===== src/rtl/i2s_pkg.sv =====
// Shared widths, channel indices and the slot-to-bit mapping for the I2S transmitter.
package i2s_pkg;

  localparam int SAMPLE_W   = 24;
  localparam int SLOT_W     = 32;
  localparam int FRAME_BITS = 64;
  localparam int LEFT       = 0;
  localparam int RIGHT      = 1;

  localparam int BC_W  = $clog2(FRAME_BITS);
  localparam int POS_W = $clog2(SLOT_W);

  typedef logic [1:0][SAMPLE_W-1:0] pair_t;

  // Bit carried by slot bc: MSB sits one BCK after the LRCK edge, tail of each slot is zero.
  function automatic logic slot_bit(input pair_t p, input logic [BC_W-1:0] bc);
    logic [POS_W-1:0] pos;
    logic [POS_W-1:0] idx;
    logic             ch;
    pos = bc[POS_W-1:0];
    ch  = bc[BC_W-1] ? 1'(RIGHT) : 1'(LEFT);
    idx = '0;
    slot_bit = 1'b0;
    if (pos >= POS_W'(1) && pos <= POS_W'(SAMPLE_W)) begin
      idx = POS_W'(SAMPLE_W) - pos;
      slot_bit = p[ch][idx];
    end
  endfunction

endpackage


===== src/rtl/i2s_bck_gen.sv =====
// Bit-clock divider: 50% duty BCK from MCLK plus single-cycle fall/rise strobes.
module i2s_bck_gen #(
  parameter int BCK_DIV = 4
) (
  input  logic clk,
  input  logic srst,
  output logic bck,
  output logic fall_strobe,
  output logic rise_strobe
);

  localparam int CNT_W = (BCK_DIV > 2) ? $clog2(BCK_DIV) : 1;
  localparam logic [CNT_W-1:0] HALF_LAST = CNT_W'(BCK_DIV / 2 - 1);
  localparam logic [CNT_W-1:0] LAST      = CNT_W'(BCK_DIV - 1);

  logic [CNT_W-1:0] count_reg;
  logic             bck_reg;

  always_ff @(posedge clk) begin
    if (srst) begin
      count_reg <= '0;
      bck_reg   <= 1'b0;
    end else begin
      count_reg <= (count_reg == LAST) ? '0 : count_reg + 1'b1;
      if (count_reg == HALF_LAST || count_reg == LAST) begin
        bck_reg <= ~bck_reg;
      end
    end
  end

  // Strobes mark the cycle whose closing edge moves BCK; BCK is high at LAST by construction.
  assign fall_strobe = (count_reg == LAST);
  assign rise_strobe = (count_reg == HALF_LAST);
  assign bck         = bck_reg;

endmodule


===== src/rtl/i2s_tx.sv =====
// Stereo I2S master transmitter: 64 BCK frames, 24-bit MSB-first, one-BCK data delay.
// Build option I2S_TX_UNDERRUN_MUTE_EN: send a silent frame on underrun instead of repeating.
module i2s_tx
  import i2s_pkg::*;
#(
  parameter int BCK_DIV = 4
) (
  input  logic                MCLK,
  input  logic                RST,
  input  logic [SAMPLE_W-1:0] SAMPLE_L,
  input  logic [SAMPLE_W-1:0] SAMPLE_R,
  input  logic                SAMPLE_VALID,
  output logic                SAMPLE_READY,
  output logic                BCK,
  output logic                LRCK,
  output logic                DATAOUT,
  output logic                UNDERRUN,
  output logic                LED1
);

  localparam logic [BC_W-1:0] LAST_BC = BC_W'(FRAME_BITS - 1);

  logic            bck_fall;
  logic            bck_rise_unused;
  logic [BC_W-1:0] bc_reg;
  logic [BC_W-1:0] bc_next;
  pair_t           sample_in;
  pair_t           hold_reg;
  pair_t           frame_reg;
  pair_t           frame_next;
  logic            hold_full_reg;
  logic            hold_full_next;
  logic            ready_reg;
  logic            lrck_reg;
  logic            dout_reg;
  logic            underrun_reg;
  logic            led_reg;
  logic            accept;
  logic            load;

  // Receivers sampling mid-bit would use the rise strobe; the transmitter only needs falls.
  i2s_bck_gen #(
    .BCK_DIV (BCK_DIV)
  ) u_bck_gen (
    .clk         (MCLK),
    .srst        (RST),
    .bck         (BCK),
    .fall_strobe (bck_fall),
    .rise_strobe (bck_rise_unused)
  );

  always_comb begin
    sample_in        = '0;
    sample_in[LEFT]  = SAMPLE_L;
    sample_in[RIGHT] = SAMPLE_R;
  end

  assign accept  = SAMPLE_VALID && ready_reg;
  assign load    = bck_fall && (bc_reg == LAST_BC);
  assign bc_next = bc_reg + 1'b1;

  // An accept in the load cycle lands in hold after the frame has already underrun.
  always_comb begin
    hold_full_next = hold_full_reg;
    if (load) begin
      hold_full_next = 1'b0;
    end
    if (accept) begin
      hold_full_next = 1'b1;
    end
  end

  always_comb begin
    frame_next = frame_reg;
    if (load) begin
      if (hold_full_reg) begin
        frame_next = hold_reg;
      end
`ifdef I2S_TX_UNDERRUN_MUTE_EN
      else begin
        frame_next = '0;
      end
`endif
    end
  end

  always_ff @(posedge MCLK) begin
    if (RST) begin
      bc_reg        <= LAST_BC;
      hold_reg      <= '0;
      hold_full_reg <= 1'b0;
      frame_reg     <= '0;
      ready_reg     <= 1'b0;
      lrck_reg      <= 1'b1;
      dout_reg      <= 1'b0;
      underrun_reg  <= 1'b0;
      led_reg       <= 1'b1;
    end else begin
      hold_full_reg <= hold_full_next;
      ready_reg     <= !hold_full_next;
      frame_reg     <= frame_next;
      underrun_reg  <= load && !hold_full_reg;
      if (accept) begin
        hold_reg <= sample_in;
      end
      if (load) begin
        led_reg <= !hold_full_reg;
      end
      // LRCK and data move together with the BCK falling edge.
      if (bck_fall) begin
        bc_reg   <= bc_next;
        lrck_reg <= bc_next[BC_W-1];
        dout_reg <= slot_bit(frame_next, bc_next);
      end
    end
  end

  assign SAMPLE_READY = ready_reg;
  assign LRCK         = lrck_reg;
  assign DATAOUT      = dout_reg;
  assign UNDERRUN     = underrun_reg;
  assign LED1         = led_reg;

endmodule


===== config.mk =====
export PLATFORM = sky130hd
export DESIGN_NAME = i2s_tx
export DESIGN_NICKNAME = d
export VERILOG_FILES = /design/src/rtl/i2s_pkg.sv /design/src/rtl/i2s_bck_gen.sv /design/src/rtl/i2s_tx.sv
export SDC_FILE = /design/constraint.sdc
export NUM_CORES = 1
export LEC_CHECK = 0
export ABC_AREA = 1
export CAP_MARGIN = 20
export CELL_PAD_IN_SITES_DETAIL_PLACEMENT = 2
export CELL_PAD_IN_SITES_GLOBAL_PLACEMENT = 2
export CORE_MARGIN = 2
export CORE_UTILIZATION = 33
export DETAILED_ROUTE_END_ITERATION = 7
export GPL_ROUTABILITY_DRIVEN = 0
export PLACE_DENSITY_LB_ADDON = 0.1
export SYNTH_ARGS = -nofsm -noshare
export SYNTH_HDL_FRONTEND = slang
export SYNTH_HIERARCHICAL = 1
export SYNTH_SLANG_ARGS = --single-unit

===== constraint.sdc =====
create_clock -name MCLK -period 4.1 [get_ports MCLK]
set_clock_uncertainty 0.15 [all_clocks]
set_input_delay 0.41 -clock MCLK [delete_from_list [all_inputs] [get_ports MCLK]]
set_output_delay 0.41 -clock MCLK [all_outputs]
set_load 0.005 [all_outputs]

==> results.yml, run 1 <==
synthesis:
  yosysWarnings: 6
  syn_area_mm2: 0.00521
  synthesis.nets: 865
  ys_top_cells_by_area: "dfxtp_1 42%, nand2_1 16%, nor2_1 11%"
  synthArstFlopShare: 0
  synth-edff-count: 0
  yosys_register_bits: 110
  synth_top_area_frac: 0.423
  synth.distinct_cells: 25
  synthTopCellsByCount: "220 x nand2_1, 154 x nor2_1, 110 x dfxtp_1, 103 x o21ai_0, 71 x inv_1"
  avgSynthCellArea_um2: 6.44
  synth_flop_cell: "dfxtp_1"
  yosysMostFrequentCell: "nand2_1"
  syn_inst: 809
  yosysTopAreaCell: "dfxtp_1"
  synth_seq_area_share: 0.423
timing:
  timing.final.hold_violations: 0
  relSlewSlack: 0.406
  fin_setup_tns_ns: 0
  post-route-period-util: 0.787
  period_minus_slack_ns: 3.23
  finalSetupViolations: 0
  fin_hold_ws_ns: 0.311
  finalMaxSlewViolations: 0
  fmax_mhz: 310
  rsz0062_at_grt: "false"
  postLayoutSetupSlackWorst_ns: 0.872
  worstMarginPinSlew_ns: 0.892
critical_path:
  critPathMaxStageDelay_ns: 0.67
  arrival_ns: 3.30
  start_kind: "flop"
  path_cells: "ha_1 -> nand2_1 -> nor2_2 -> buf_4 -> nand2_2 -> buf_4 -> nor2_8 -> nand2_1 -> o21ai_0 -> nor2_1 -> nor2_1 -> nor2_1 -> nand2_1 -> inv_1 -> nor2_1 -> nor2_1 -> nand2_1 -> a21oi_2"
  required_ns: 4.17
  path_class: "reg2reg"
  path_buf_inv: 3
  endpoint_kind: "flop"
  crit_slowest_cell: "dfxtp_1"
  crit_fanout: 48
  path_delay_family: "simple AND/OR/NAND/NOR gates"
  crit_top_cell: "nor2_1"
job:
  drv_cap: 0
cts:
  clock-sinks: 110
  ctsResizeCount: 0
  cts_max_path_buffers: 2
  ctsHoldBuffers: 0
  cts_buffers: 9
  clock_latency_ns: 0.36
  tritoncts: "built"
  cts_root_buf: "clkbuf_16"
  clkSlewWorstSetupHoldPaths_ns: 0.08
  htreeDepth: 3
  cts_setup_buffers: 0
pwr:
  intPower_uw: 1850
  swShare: 0.322
  clock_power_share: 0.341
  peakVddDrop_mv: 0.207
  seqPwrFrac: 0.435
  power_frac_comb: 0.224
  p_leak_uw: 0.00276
  switching_power_uw: 877
  pwr_density_cell_mw_per_mm2: 440
final_layout:
  finalInstanceArea_mm2: 0.00619
  drive_gt1_frac: 0.0473
  final_cells: 1056
  antennaDiodeCount: 0
  finalNetCount: 896
  syn_to_final_growth_pct: 18.9
route:
  wl_per_cell_um: 16.1
  routed_wl_um: 17000
  vias: 5144
  vias_per_cell: 4.87
  drtAntennaViolNets: 0
  drt_iter0_markers: 156
  drt_first_pass_iters: 4
  drc_errors: 0
place:
  placedCellCount: 1040
  dp_hpwl_um: 11600
  dpl_cell_area_mm2: 0.00588
  port_buffers: 56
  dp_worst_setup_slack_ns: 0.902
floorplan:
  die_y_um: 130
  ios: 57
  core_area_mm2: 0.0153
  start_util: 0.340
  die-area_mm2: 0.0168
  num_rows: 45
  chipWidth_um: 130
global_route:
  globalRouteTotalUtil: 0.216
  antenna_found_initial: 0
  grt_max_degree: 62
  grt_pass1_wl_um: 28400
  first_global_vias: 5814
  overflow: 0
min_path:
  min_path_type: "reg2reg"
run_status:
  status: "completed"
[worst register-to-register path: stages (launching register included)]
cell     delay, ns
dfxtp_1       0.67
ha_1          0.26
nand2_1       0.09
nor2_2        0.11
buf_4         0.19
nand2_2       0.08
buf_4         0.33
nor2_8        0.23
nand2_1       0.06
o21ai_0       0.14
nor2_1        0.08
nor2_1        0.24
nor2_1        0.07
nand2_1       0.07
inv_1         0.04
nor2_1        0.11
nor2_1        0.06
nand2_1       0.07
a21oi_2       0.05
[layer usage]
metal	vias up	GRT usage	wire length, um	part of all wire
met5	-	0	0	0
li1	2579	-	-	-
met4	0	0.0651	242	0.014
met2	44	0.405	8810	0.52
met1	2502	0.257	7640	0.45
met3	19	0.0268	336	0.020
[cell usage in the layout, fill, tap and decap left out, types with 3 or more instances in the layout]
cell type	count
a21oi_1	19
o21ai_0	103
o21ai_1	3
buf_4	8
ha_1	5
nor2_2	4
clkbuf_16	9
dfxtp_1	110
nor2_1	154
inv_1	71
clkdlybuf4s50_1	55
nand2_2	5
inv_2	4
nand2_1	219
nand3_1	57
[power by group through the flow]
stage	combinational, uW	sequential, uW	clock, uW
2_1_floorplan	416	1190	0
3_3_place_gp	577	1210	0
3_5_place_dp	613	1210	0
4_1_cts	623	1190	951
5_1_grt	701	1200	993
6_report	610	1190	927
[final timing paths]
path | startpoint | endpoint | slack [ns] | depth (start not counted)
worst max-delay path | bc_reg[0] | DATAOUT | 0.87 | 18
worst min-delay path | hold_reg[37] | hold_reg[37] | 0.31 | 2
worst max register to register | bc_reg[0] | DATAOUT | 0.87 | 18
worst min register to register | hold_reg[37] | hold_reg[37] | 0.31 | 2
[area by class of cell]
class                      instances  area, um^2
tap                              211         264
multi-input combinational        579        2520
sequential                       110        2200
timing repair buffer              64         616
clock inverter                     6        68.8
fill                            1888        9120
inverter                          76         285
clock buffer                      10         239
[metrics by stage]
stage,power (uW),utilization
after floorplan,1610,-
after global placement,1790,0.384
after detailed placement,1830,0.384
after CTS,2760,0.404
after global routing,2890,0.404
final,2720,0.404
[kinds of logic (layout without fill, tap and decap cells)]
family,after synthesis,count (layout),synth area share
AOI/OAI and AO/OA,128,128,0.125
buffers and inverters,120,156,0.0942
adders and majority gates,5,5,0.0120
and+or+nand+nor,443,443,0.341
xor gates and xnor gates,3,3,0.00505
DFF,110,110,0.423
No activity file was read; power rests on OpenSTA's default activity.
==> run 2: changes to the inputs <==
Settings changed: CORE_UTILIZATION 33 to 31.
Clock period 4.1 ns to 3 ns, I/O delays scaled along.
==> results.yml, run 2 (synthesis results as in run 1) <==
place:
  dpl_cell_area_mm2: 0.00600
  placedCellCount: 1057
  port_buffers: 56
  dp_hpwl_um: 12300
pwr:
  peakVddDrop_mv: 0.273
  intPower_uw: 2480
  pwr_density_cell_mw_per_mm2: 587
  seqPwrFrac: 0.438
  swShare: 0.328
  switching_power_uw: 1210
  finalPower_uw: 3690
  p_leak_uw: 0.00281
  clock_power_share: 0.323
  power_frac_comb: 0.238
cts:
  tritoncts: "built"
  htreeDepth: 3
  cts_buffers: 9
  clock_latency_ns: 0.35
  clkSlewWorstSetupHoldPaths_ns: 0.08
  ctsHoldBuffers: 0
  cts_setup_buffers: 0
  ctsResizeCount: 0
  clock-sinks: 110
  cts_max_path_buffers: 2
  cts_root_buf: "clkbuf_16"
route:
  vias_per_cell: 4.91
  drc_errors: 0
  vias: 5267
  drtAntennaViolNets: 0
  drt_iter0_markers: 192
  routed_wl_um: 17300
  drt_first_pass_iters: 4
  wl_per_cell_um: 16.1
critical_path:
  path_class: "reg2reg"
  required_ns: 3.07
  reg2reg_depth: 17
  arrival_ns: 2.68
  start_kind: "flop"
  crit_fanout: 14
  endpoint_kind: "flop"
timing:
  worstMarginPinSlew_ns: 0.784
  timing.final.hold_violations: 0
  fmax_mhz: 383
  post-route-period-util: 0.869
  finalSetupViolations: 0
  period_minus_slack_ns: 2.61
  finalMaxSlewViolations: 0
  fin_setup_tns_ns: 0
  rsz0062_at_grt: "false"
  relSlewSlack: 0.477
final_layout:
  finalNetCount: 904
  drive_gt1_frac: 0.0563
  syn_to_final_growth_pct: 20.8
  layout_commonest_cell: "nand2_1"
  final_cells: 1073
  finalInstanceArea_mm2: 0.00629
  antennaDiodeCount: 0
  final_cell_mix: "219 x nand2_1, 154 x nor2_1, 110 x dfxtp_1, 103 x o21ai_0, 71 x inv_1"
run_status:
  status: "completed"
global_route:
  overflow: 0
  globalRouteTotalUtil: 0.203
  grt_pass1_wl_um: 28900
  first_global_vias: 5776
  antenna_found_initial: 0
  top_usage_layer: "met2"
  use_met2: 0.369
  met1_usage: 0.252
  met3_usage: 0.0236
  grt_max_degree: 79
job:
  drv_cap: 0
floorplan:
  num_rows: 47
  die_y_um: 134
  die-area_mm2: 0.0178
  core_area_mm2: 0.0165
  ios: 57
  chipWidth_um: 134
  start_util: 0.315
min_path:
  min_path_type: "reg2reg"
  holdPathStages: 2
run 2: cell types whose count changed in the layout (fill, tap and decap cells not counted), sizes merged:
cell,change
buf,+8
bufinv,-1
inv,+2
clkinv,-1
run 2: power by group through the flow:
stage               Combinational, uW  Sequential (uW)  Clock [uW]
floorplan                         569             1630           0
detailed placement                889             1650           0
global placement                  848             1650           0
CTS                               896             1620        1230
global route                     1010             1630        1280
finish                            879             1620        1190
run 2: worst paths after layout:
| kind | slack [ns] | from | endpoint |
|---|---|---|---|
| worst max-delay path | 0.39 | bc_reg[1] | DATAOUT |
| worst min-delay path | 0.31 | hold_reg[25] | hold_reg[25] |
| worst max register to register | 0.39 | bc_reg[1] | DATAOUT |
| worst min register to register | 0.31 | hold_reg[25] | hold_reg[25] |
run 2: critical path, cell delays in order (launching register included):
cell     delay (ns)
dfxtp_1        0.42
ha_1           0.20
nand2_1        0.08
nor2_2         0.15
nand2_2        0.09
inv_2          0.24
buf_4          0.27
nand2_1        0.12
nand3_1        0.10
nand2_1        0.07
o21ai_0        0.18
nor2_1         0.08
nand2_1        0.06
nand2_1        0.04
nand2_1        0.05
nand2_1        0.05
nand2_1        0.08
a21oi_2        0.05
run 2: area by class of cell:
cell class	instances	area, um^2
Timing Repair Buffer	72	726
Tap cell	220	275
Fill cell	1977	10200
Inverter	76	285
Multi-Input combinational cell	579	2520
Sequential cell	110	2200
Clock buffer	10	239
Clock inverter	6	43.8
run 2: metal layers:
layer,part of all wire,wire length [um]
met3,0.020,343
met2,0.51,8760
met4,0.016,272
met1,0.46,7920
met5,0,0
run 2: stage by stage:
stage / worst slack (ns) / hold slack, ns / util
after floorplan: 0.985 / 0.221 / -
after global placement: 0.501 / 0.297 / 0.363
after detailed placement: 0.396 / 0.310 / 0.363
after CTS: 0.362 / 0.322 / 0.380
after global routing: 0.0996 / 0.348 / 0.380
final: 0.392 / 0.314 / 0.380
